$ cat config.mk
export PLATFORM = sky130hd
export DESIGN_NAME = button_conditioner
export DESIGN_NICKNAME = d
export VERILOG_FILES = /design/src/rtl/button_conditioner.sv
export SDC_FILE = /design/constraint.sdc
export NUM_CORES = 1
export LEC_CHECK = 0
export ABC_AREA = 1
export BUFFER_PORTS_ARGS = -buffer_cell sky130_fd_sc_hd__buf_4
export CORE_UTILIZATION = 50
export CTS_CLUSTER_DIAMETER = 100
export CTS_CLUSTER_SIZE = 14
export DETAILED_ROUTE_END_ITERATION = 10
export PLACE_DENSITY = 0.77
export SKIP_CTS_REPAIR_TIMING = 1
export SLEW_MARGIN = 20
export SYNTH_ARGS = -nofsm -noshare
export SYNTH_HDL_FRONTEND = slang
export SYNTH_SLANG_ARGS = --single-unit
$ cat constraint.sdc
create_clock -name clk -period 3.8 [get_ports clk]
set_clock_uncertainty 0.05 [all_clocks]
set_input_delay 0.38 -clock clk [delete_from_list [all_inputs] [get_ports clk]]
set_output_delay 0.38 -clock clk [all_outputs]
set_load 0.1 [all_outputs]
$ cat src/rtl/button_conditioner.sv
// ----------------------------------------------------------------------------
// button_conditioner
//
// Conditions four raw push-buttons and sixteen slide switches for use in the
// clk domain. Every raw input first passes through a 2-flop synchronizer.
// Each button then runs its own debounce FSM and counter. A level change is
// accepted only after the synchronized input has held the new value through
// DEBOUNCE_CYCLES counting edges. The switches are synchronized only and are
// not debounced.
//
// Ports
//   clk         in   1   system clock, all state updates on the rising edge
//   rst_n       in   1   synchronous active-low reset
//   btnL/U/R/D  in   1   raw asynchronous bouncing push-buttons
//   sw          in   16  raw asynchronous slide switches
//   btn_level   out  4   debounced levels, {L,U,R,D} = [3:0]
//   btn_rise    out  4   one-cycle pulse per debounced press
//   btn_toggle  out  4   flips on every debounced press
//   sw_sync     out  16  switches after the 2-flop synchronizer
// ----------------------------------------------------------------------------
module button_conditioner #(
    parameter int DEBOUNCE_CYCLES = 1000000
) (
    input  logic        clk,
    input  logic        rst_n,
    input  logic        btnL,
    input  logic        btnU,
    input  logic        btnR,
    input  logic        btnD,
    input  logic [15:0] sw,
    output logic [3:0]  btn_level,
    output logic [3:0]  btn_rise,
    output logic [3:0]  btn_toggle,
    output logic [15:0] sw_sync
);

    // The counter only needs to reach DEBOUNCE_CYCLES-1, and that value
    // always fits in $clog2(DEBOUNCE_CYCLES) bits.
    localparam int             CW      = $clog2(DEBOUNCE_CYCLES);
    localparam logic [CW-1:0]  CNT_MAX = CW'(DEBOUNCE_CYCLES - 1);
    localparam logic [CW-1:0]  CNT_ONE = CW'(1);

    typedef enum logic [1:0] {
        IDLE_LOW  = 2'd0,
        WAIT_HIGH = 2'd1,
        IDLE_HIGH = 2'd2,
        WAIT_LOW  = 2'd3
    } state_t;

    logic [3:0]  btn_raw_s;
    logic [3:0]  btn_meta_r;
    logic [3:0]  btn_sync_r;
    logic [15:0] sw_meta_r;

    assign btn_raw_s = {btnL, btnU, btnR, btnD};

    // Two-flop synchronizers for buttons and switches; the switch
    // synchronizer's second stage is the sw_sync output itself.
    always_ff @(posedge clk) begin
        if (!rst_n) begin
            btn_meta_r <= 4'b0000;
            btn_sync_r <= 4'b0000;
            sw_meta_r  <= 16'h0000;
            sw_sync    <= 16'h0000;
        end else begin
            btn_meta_r <= btn_raw_s;
            btn_sync_r <= btn_meta_r;
            sw_meta_r  <= sw;
            sw_sync    <= sw_meta_r;
        end
    end

    genvar gi;
    generate
        for (gi = 0; gi < 4; gi++) begin : g_btn
            state_t        state_r;
            logic [CW-1:0] cnt_r;
            logic          level_r;
            logic          rise_r;
            logic          toggle_r;

            // Per-button debounce FSM. The level, rise and toggle outputs
            // update on the same edge as the accepting transition, so they
            // remain registered without adding a cycle of latency.
            always_ff @(posedge clk) begin
                if (!rst_n) begin
                    state_r  <= IDLE_LOW;
                    cnt_r    <= '0;
                    level_r  <= 1'b0;
                    rise_r   <= 1'b0;
                    toggle_r <= 1'b0;
                end else begin
                    rise_r <= 1'b0;
                    case (state_r)
                        IDLE_LOW: begin
                            if (btn_sync_r[gi]) begin
                                state_r <= WAIT_HIGH;
                                cnt_r   <= '0;
                            end
                        end
                        WAIT_HIGH: begin
                            if (!btn_sync_r[gi]) begin
                                state_r <= IDLE_LOW;
                            end else if (cnt_r == CNT_MAX) begin
                                state_r  <= IDLE_HIGH;
                                level_r  <= 1'b1;
                                rise_r   <= 1'b1;
                                toggle_r <= ~toggle_r;
                            end else begin
                                cnt_r <= cnt_r + CNT_ONE;
                            end
                        end
                        IDLE_HIGH: begin
                            if (!btn_sync_r[gi]) begin
                                state_r <= WAIT_LOW;
                                cnt_r   <= '0;
                            end
                        end
                        WAIT_LOW: begin
                            if (btn_sync_r[gi]) begin
                                state_r <= IDLE_HIGH;
                            end else if (cnt_r == CNT_MAX) begin
                                state_r <= IDLE_LOW;
                                level_r <= 1'b0;
                            end else begin
                                cnt_r <= cnt_r + CNT_ONE;
                            end
                        end
                        default: begin
                            // Unreachable encoding: recover to a known released state.
                            state_r <= IDLE_LOW;
                            cnt_r   <= '0;
                            level_r <= 1'b0;
                        end
                    endcase
                end
            end

            assign btn_level[gi]  = level_r;
            assign btn_rise[gi]   = rise_r;
            assign btn_toggle[gi] = toggle_r;
        end
    endgenerate

endmodule

==> results.txt, run 1 <==
The run finished with clean final reports. In the synthesized netlist, the cells that appear most often are sky130_fd_sc_hd__nand2_1 (306), sky130_fd_sc_hd__nor2_1 (157), sky130_fd_sc_hd__dfxtp_1 (140), sky130_fd_sc_hd__inv_1 (140), sky130_fd_sc_hd__nand3_1 (60). The area of the placeable core is between 10000 and 15000 µm². The final count of hold timing violations is 0. The warning count from the yosys run came out at 0. The synthesized netlist occupies a cell area of 7030 µm².

The number of max-slew violations in the final report came out at 0. The clock-pin slew on the worst setup and hold paths came out at 0.06 ns. The power density over the cells is 429 nW/µm². The total of buffers placed on input and output ports is 49. The number of buffers added by the clock tree synthesis step came out at 17. The number of different library cells used by synthesis comes to 38. The required time reported for the critical path endpoint is roughly 4 ns. After the flow finishes, the layout carries non-filler instances totaling 1281. Setup violations remaining at the end of the flow were counted as 0. The top-area cell type share of the netlist area is approximately two fifths. Measured against its own limit, the worst slew margin works out to 56.0%. The width of the chip is 121 µm.

The post-detailed-route DRC marker count is 0. The synthesized net count is 1091. Clock tree synthesis selected as its root buffer the cell sky130_fd_sc_hd__clkbuf_16. Counting every sink on the clock net gives 140. The I/O pin count is 50. The source of the critical timing path is g_btn[0].state_r[0]$_SDFFE_PN0P_. The endpoint identified for the worst register-to-register timing path is g_btn[0].cnt_r[9]$_SDFFE_PN0P_. The average wire per cell in the routed design came out at 11.7 µm. The maximum frequency from static timing analysis came out at 473 MHz. The clock insertion delay at the later pin of the skew report came out at 0.42 ns.

STA puts the critical path data arrival time at roughly 2.4 ns. CTS built an H-tree with a depth of 4. The initial core utilization came out at 52.3%. Traced cell by cell, the critical path runs through nand2_1 > nor2_1 > nand3_2 > o22ai_2 > nand2_1 > nand2_1 > nand2_1 > nor2_1. The number of vias per cell after detailed routing is 5.04. The largest registers in the layout are g_btn.cnt_r (80), sw_meta_r (16), sw_sync (16).

The per-instance average area after synthesis is 6.60 µm². The wire length reported by the detailed router is approximately 15000 µm. The register with the most flip-flops in the layout has 80 of them. The worst register-to-register path begins at g_btn[0].state_r[0]$_SDFFE_PN0P_. The remaining global-route overflow came out at 0. Yosys instantiated no cell more often than sky130_fd_sc_hd__nand2_1.

The share of post-route cells with drive strength above 1 came out at a little over a tenth. The number of antenna violations at the first check in global routing was 0. The most flop-heavy register is g_btn.cnt_r. The combined global-route utilization of all metal layers is 21.9%. The post-detailed-placement half-perimeter wirelength came out at 10200 µm. The synthesis-to-finish area growth is 13.4%.

STA classifies the critical path startpoint as a flip-flop. The vertical die dimension is 121 µm. The sum of negative setup slack is 0 ns. The post-synthesis async set-or-reset flop share came out at 0%.

The post-route standard cell area excluding fillers came out at 7970 µm². The setup slack at placement came out at about 1.7 ns. The register-to-register setup slack is about 1.7 ns. The period utilization came out at a little under three fifths. The total die area is 14500 µm².

The peak supply drop came out at 354 µV. The cell count after synthesis came out at 1065. The synthesized design contains 140 register bits. The worst reg-to-reg path cell count is 8. Across the run, the number of max-cap violations was 0. TritonCTS built the clock tree.

The placed instances occupy a cell area of 7340 µm². The delay of the slowest cell on the worst path is 0.55 ns. Counting stages on the worst path, the most repeated cell is sky130_fd_sc_hd__nand2_1. The post-placement cell count came out at between 1000 and 1500.

The critical path is of the flip-flop to flip-flop type. The number of antenna cells inserted is 0. The final period demand of the worst path came out at 2.12 ns. In this design, the largest share of critical-path delay is due to simple AND/OR/NAND/NOR gates. The buffer and inverter count on the worst path is 0. The wire length of the first global-routing pass is around 26000 µm. The final layout contains approximately 1100 nets. After the first detailed-routing iteration, the DRC count stood at 485. The kind of capture point of the worst setup path is a flip-flop. The tightest min-delay check is of the primary input to flip-flop type.

In this run the core area contains 42 standard-cell rows. The largest individual stage delay along the critical path comes from the cell sky130_fd_sc_hd__dfxtp_1. The number of buffers between clock root and the deepest sink came out at 2. For the pin with the worst max-slew slack, the measured transition is 0.660 ns. The final RePlAce weighted congestion is 0.897. The end point of the critical path is g_btn[0].cnt_r[9]$_SDFFE_PN0P_. In this run the number of cells on the critical path is 8. The pre-antenna-repair detailed-routing pass consisted of 5 iterations. Of all cell types, the one taking the most synthesized area is sky130_fd_sc_hd__dfxtp_1. The via count of the first global-routing pass is about 5800. Entering global routing, the biggest net connects 64 pins.

The fraction of the core area covered by cells at the end of the flow came out at between 50% and 60%. Yosys mapped a number of flops with a built-in enable equal to 0. The number of nets still failing antenna checks after routing came out at 0. Of all nets on the critical path, the largest fanout is 14. The part of the Yosys area used for sequential elements is ~40%. In the post-synthesis netlist, the biggest area contributors are sky130_fd_sc_hd__dfxtp_1 (40%), sky130_fd_sc_hd__nand2_1 (16%), sky130_fd_sc_hd__nor2_1 (8.4%). Setup repair after global routing left no endpoint under its margin. The via count came out at approximately 6500. The slack of the critical path came out at between 1.5 and 2 ns. The dominant register cell in the synthesized netlist is sky130_fd_sc_hd__dfxtp_1. The leakage power of the design came out at 3.25 nW.
## per-stage QoR
| stage | hold slack (ns) | power [W] |
|---|---|---|
| 6_report | 0.0866 | 0.00342 |
| 5_1_grt | 0.0746 | 0.00353 |
| 4_1_cts | 0.0686 | 0.00345 |
| 3_5_place_dp | 0.349 | 0.00170 |
| 3_3_place_gp | 0.342 | 0.00169 |
| 2_1_floorplan | 0.340 | 0.00166 |
## tightest hold or removal path, cell delays in order
cell                      delay [ns]
sky130_fd_sc_hd__buf_4          0.07
sky130_fd_sc_hd__nand2_1        0.04
sky130_fd_sc_hd__inv_1          0.04
## cells in the final DEF, fill, tap and decap left out, drive strengths merged
cell / count
bufinv: 4
a211oi: 1
inv: 145
nor3: 29
xor2: 14
dfxtp: 140
ha: 4
o21a: 1
o22ai: 1
a21oi: 58
clkbuf: 21
and2: 2
buf: 50
nand3b: 7
nor4: 3
nand4: 29
nor2: 169
xnor2: 3
clkinv: 8
nand3: 64
nand2: 315
o21bai: 4
o21ai: 29
or2: 4
## worst min path at each step
stage                                        start  depth (start not counted)  slack [ns]                  endpoint
after floorplan           btn_meta_r[0]$_SDFF_PN0_                          2        0.34  btn_sync_r[0]$_SDFF_PN0_
after global placement    sw_meta_r[10]$_SDFF_PN0_                          2        0.34    sw_sync[10]$_SDFF_PN0_
after detailed placement   sw_meta_r[5]$_SDFF_PN0_                          2        0.35     sw_sync[5]$_SDFF_PN0_
after CTS                                     btnU                          3        0.07  btn_meta_r[2]$_SDFF_PN0_
after global routing                        sw[11]                          3        0.07  sw_meta_r[11]$_SDFF_PN0_
final                                       sw[11]                          3        0.09  sw_meta_r[11]$_SDFF_PN0_
## power by group
group,internal (W),switching [W]
clock network,0.00113,0.000622
logic,0.0000411,0.000124
registers,0.00149,0.00000908
total,0.00266,0.000755
## final cells by class
class / count / area (µm²)
Fill cell: 1284 / 5480
Sequential cell: 140 / 2800
Inverter: 146 / 551
Clock inverter: 11 / 166
Clock buffer: 21 / 460
Tap cell: 176 / 220
Multi-Input combinational cell: 737 / 3400
Timing Repair Buffer: 50 / 375
## cell families after synthesis
logic type | synth area share [%]
simple gates | 38.3
buf+inv | 11.9
xor+xnor | 2.12
flops | 39.9
fa+ha+maj | 0.712
compound gates | 7.12
## layer usage
| layer | track usage [%] | up-vias | wire length [µm] |
|---|---|---|---|
| li1 | - | 3374 | - |
| met1 | 27.3 | 2897 | 7050 |
| met2 | 35.8 | 164 | 6860 |
| met3 | 7.45 | 15 | 996 |
| met4 | 6.48 | 0 | 148 |
| met5 | 0 | - | 0 |
Note: power is estimated with default switching activity, not from simulation.
==> inputs of run 2 (changes only) <==
==> constraint.sdc (replaced) <==
create_clock -name clk -period 1.95 [get_ports clk]
set_clock_uncertainty 0.05 [all_clocks]
set_input_delay 0.195 -clock clk [delete_from_list [all_inputs] [get_ports clk]]
set_output_delay 0.195 -clock clk [all_outputs]
set_load 0.1 [all_outputs]
==> run 2 against run 1 <==
Effect of this change: register-to-register slack got worse by 1.5 ns; clock power rose by 79%; critical path depth increased by 3; die area stayed put; total power rose by 89%; combinational power rose by 140%; via count grew 3.7%; largest cell class unchanged.
==> results.txt, run 2 (synthesis gave the netlist of run 1 again) <==
The run finished with clean final reports. Leaving out fill and tap cells, the most frequent cells in the layout are sky130_fd_sc_hd__nand2_1 (304), sky130_fd_sc_hd__nor2_1 (155), sky130_fd_sc_hd__inv_1 (140), sky130_fd_sc_hd__dfxtp_1 (140), sky130_fd_sc_hd__buf_4 (66). Compared with the post-synthesis result, the final layout area differs by 19.1%. The total die area is 14500 µm². The first global-routing pass estimated 27400 µm of wire. The via count came out at 6687. The peak supply drop came out at 606 µV. On the worst path, the slowest cell contributes a delay of 0.36 ns. For this configuration, the core starts out at a cell density of roughly 52%. The critical setup path kind is flip-flop to flip-flop.

The pin slew with the least headroom to its limit came out at 0.578 ns. TritonCTS built the clock tree. The fraction of the core area covered by cells at the end of the flow is 62.2%.

For the worst-skew pair, the clock arrives at the later sink with an insertion delay of 0.42 ns. The combined global-route utilization of all metal layers came out at 23.4%. Counting along the longest clock path gives a buffer depth of 2. Clock tree synthesis selected as its root buffer the cell sky130_fd_sc_hd__clkbuf_16. The total of buffers placed on input and output ports came out at 49.

The sort of element at the start of the critical path is a flip-flop. The number of flip-flops under the largest register name is 80. Across all register-to-register paths, the minimum setup slack is 0.15 ns.

The highest net fanout along the worst path came out at 5. Setup violations remaining at the end of the flow were counted as 0. The total number of placement rows came out at 42. The clock-pin slew on the worst setup and hold paths came out at 0.06 ns.

The I/O pin count came out at 50. 0 antenna diodes ended up in the layout. The library cell used most frequently in the layout, excluding fill and tap cells, is sky130_fd_sc_hd__nand2_1.

The headroom to the max-slew limit came out at 61.2%. The number of buffers added by the clock tree synthesis step is 17. The period utilization is 92.5%. The final count of hold timing violations was 0. The width of the chip is 121 µm. Summing internal, switching and leakage power gives about 0.0065 W. The initial detailed-routing violation count came out at 621. The kind of capture point of the worst setup path is a flip-flop. The clock sink count is 140.

On the critical path, the stage with the largest delay is an instance of sky130_fd_sc_hd__dfxtp_1. The final period demand of the worst path came out at between 1.5 and 2 ns. The register with the most flip-flops in the final layout is g_btn.cnt_r. At the end of the flow, the number of nets in the layout was around 1200. After detailed routing, the number of remaining DRC violations is 0. The critical path arrival is 2.07 ns.

The number of max-slew violations in the final report came out at 0. Entering global routing, the biggest net connects 42 pins. The via count of the first global-routing pass came out at 6106.

The reported max-cap violation count is 0. The largest registers in the layout are g_btn.cnt_r (80), sw_meta_r (16), sw_sync (16). In this run the remaining antenna-violating nets after routing total 0. In the final routed layout, each cell accounts on average for 12.5 µm. The number of vias per cell after detailed routing came out at 5.06. The remaining global-route overflow came out at 0. The post-detailed-placement half-perimeter wirelength came out at 10800 µm. The vertical die dimension came out at 121 µm.

The classification of the worst-slack hold path is primary input to flip-flop. The congestion estimate from routability-driven global placement came to 0.904. The leakage power of the design came out at 3.42 nW.

The first-pass iteration count of the detailed router came out at 7. The required time reported for the critical path endpoint is ~2.2 ns. The power density over the cells is 771 nW/µm². The signal on the critical path passes through ha_1 > nand2_2 > nor2_4 > inv_1 > nor2_2 > nand3_4 > buf_4 > nor2_1 > nand2_1 > nand2_1 > nor2_1. The wire length reported by the detailed router is 16500 µm. The area of the placeable core came out at about 13000 µm². The maximum frequency from static timing analysis is roughly 550 MHz. Cells with a size suffix above 1 make up between 10% and 20% of the layout.

The number of antenna violations at the first check in global routing is 0. The H-tree depth came out at 4.
## run 2: cell types whose count changed in the layout (fill, tap and decap cells not counted), sizes merged
cell,previous run,this run
dlygate4sd3,0,20
buf,50,68
clkinv,8,5
clkinvlp,0,3
inv,145,148
nand2,315,318
bufinv,4,2
clkbuf,21,19
nor2,169,170
## run 2: final timing paths
kind | from | to | depth (start not counted)
max | g_btn[1].cnt_r[0]$_SDFFE_PN0P_ | g_btn[1].toggle_r$_SDFFE_PN0P_ | 11
min | rst_n | btn_sync_r[1]$_SDFF_PN0_ | 4
max reg2reg | g_btn[1].cnt_r[0]$_SDFFE_PN0P_ | g_btn[1].toggle_r$_SDFFE_PN0P_ | 11
min reg2reg | btn_meta_r[1]$_SDFF_PN0_ | btn_sync_r[1]$_SDFF_PN0_ | 2
## run 2: per-stage QoR
stage / worst slack [ns] / TNS, ns / hold slack [ns] / instance area [µm²] / cells
final: 0.147 / 0 / 0.227 / 8370 / 1322
after global placement: 0.159 / 0 / 0.324 / 7480 / 1264
after global routing: -0.0116 / -0.0172 / 0.241 / 8370 / 1322
after detailed placement: 0.112 / 0 / 0.329 / 7480 / 1264
after CTS: 0.0695 / 0 / -0.107 / 8060 / 1295
after floorplan: 0.358 / 0 / 0.243 / 7030 / 1065
## run 2: per-layer routing
| metal | track usage [%] | up-vias | wire (µm) |
|---|---|---|---|
| met1 | 30.9 | 2981 | 7650 |
| met2 | 37.0 | 215 | 7380 |
| met3 | 6.37 | 22 | 1320 |
| li1 | - | 3469 | - |
| met4 | 7.87 | 0 | 203 |
| met5 | 0 | - | 0 |
## run 2: where the power goes
part,switching [W],internal (W),leakage [nW]
clock,0.00125,0.00189,0.270
sequential,0.0000140,0.00290,1.14
combinational,0.000275,0.000125,2.01
## run 2: cell type report
cell class | instances | area, µm²
Fill cell | 1195 | 5080
Multi-Input combinational cell | 741 | 3490
Sequential cell | 140 | 2800
Timing Repair Buffer | 88 | 736
Inverter | 146 | 551
Clock buffer | 19 | 433
Tap cell | 176 | 220
Clock inverter | 12 | 140
## run 2: worst max-delay path, delay by kind of cell, from the launching register on
kind | cells | cell delay, ns
adder cells (fa/ha/maj) | 1 | 0.20
buffers and inverters | 2 | 0.27
flip-flops | 1 | 0.36
AND/OR/NAND/NOR | 8 | 0.83
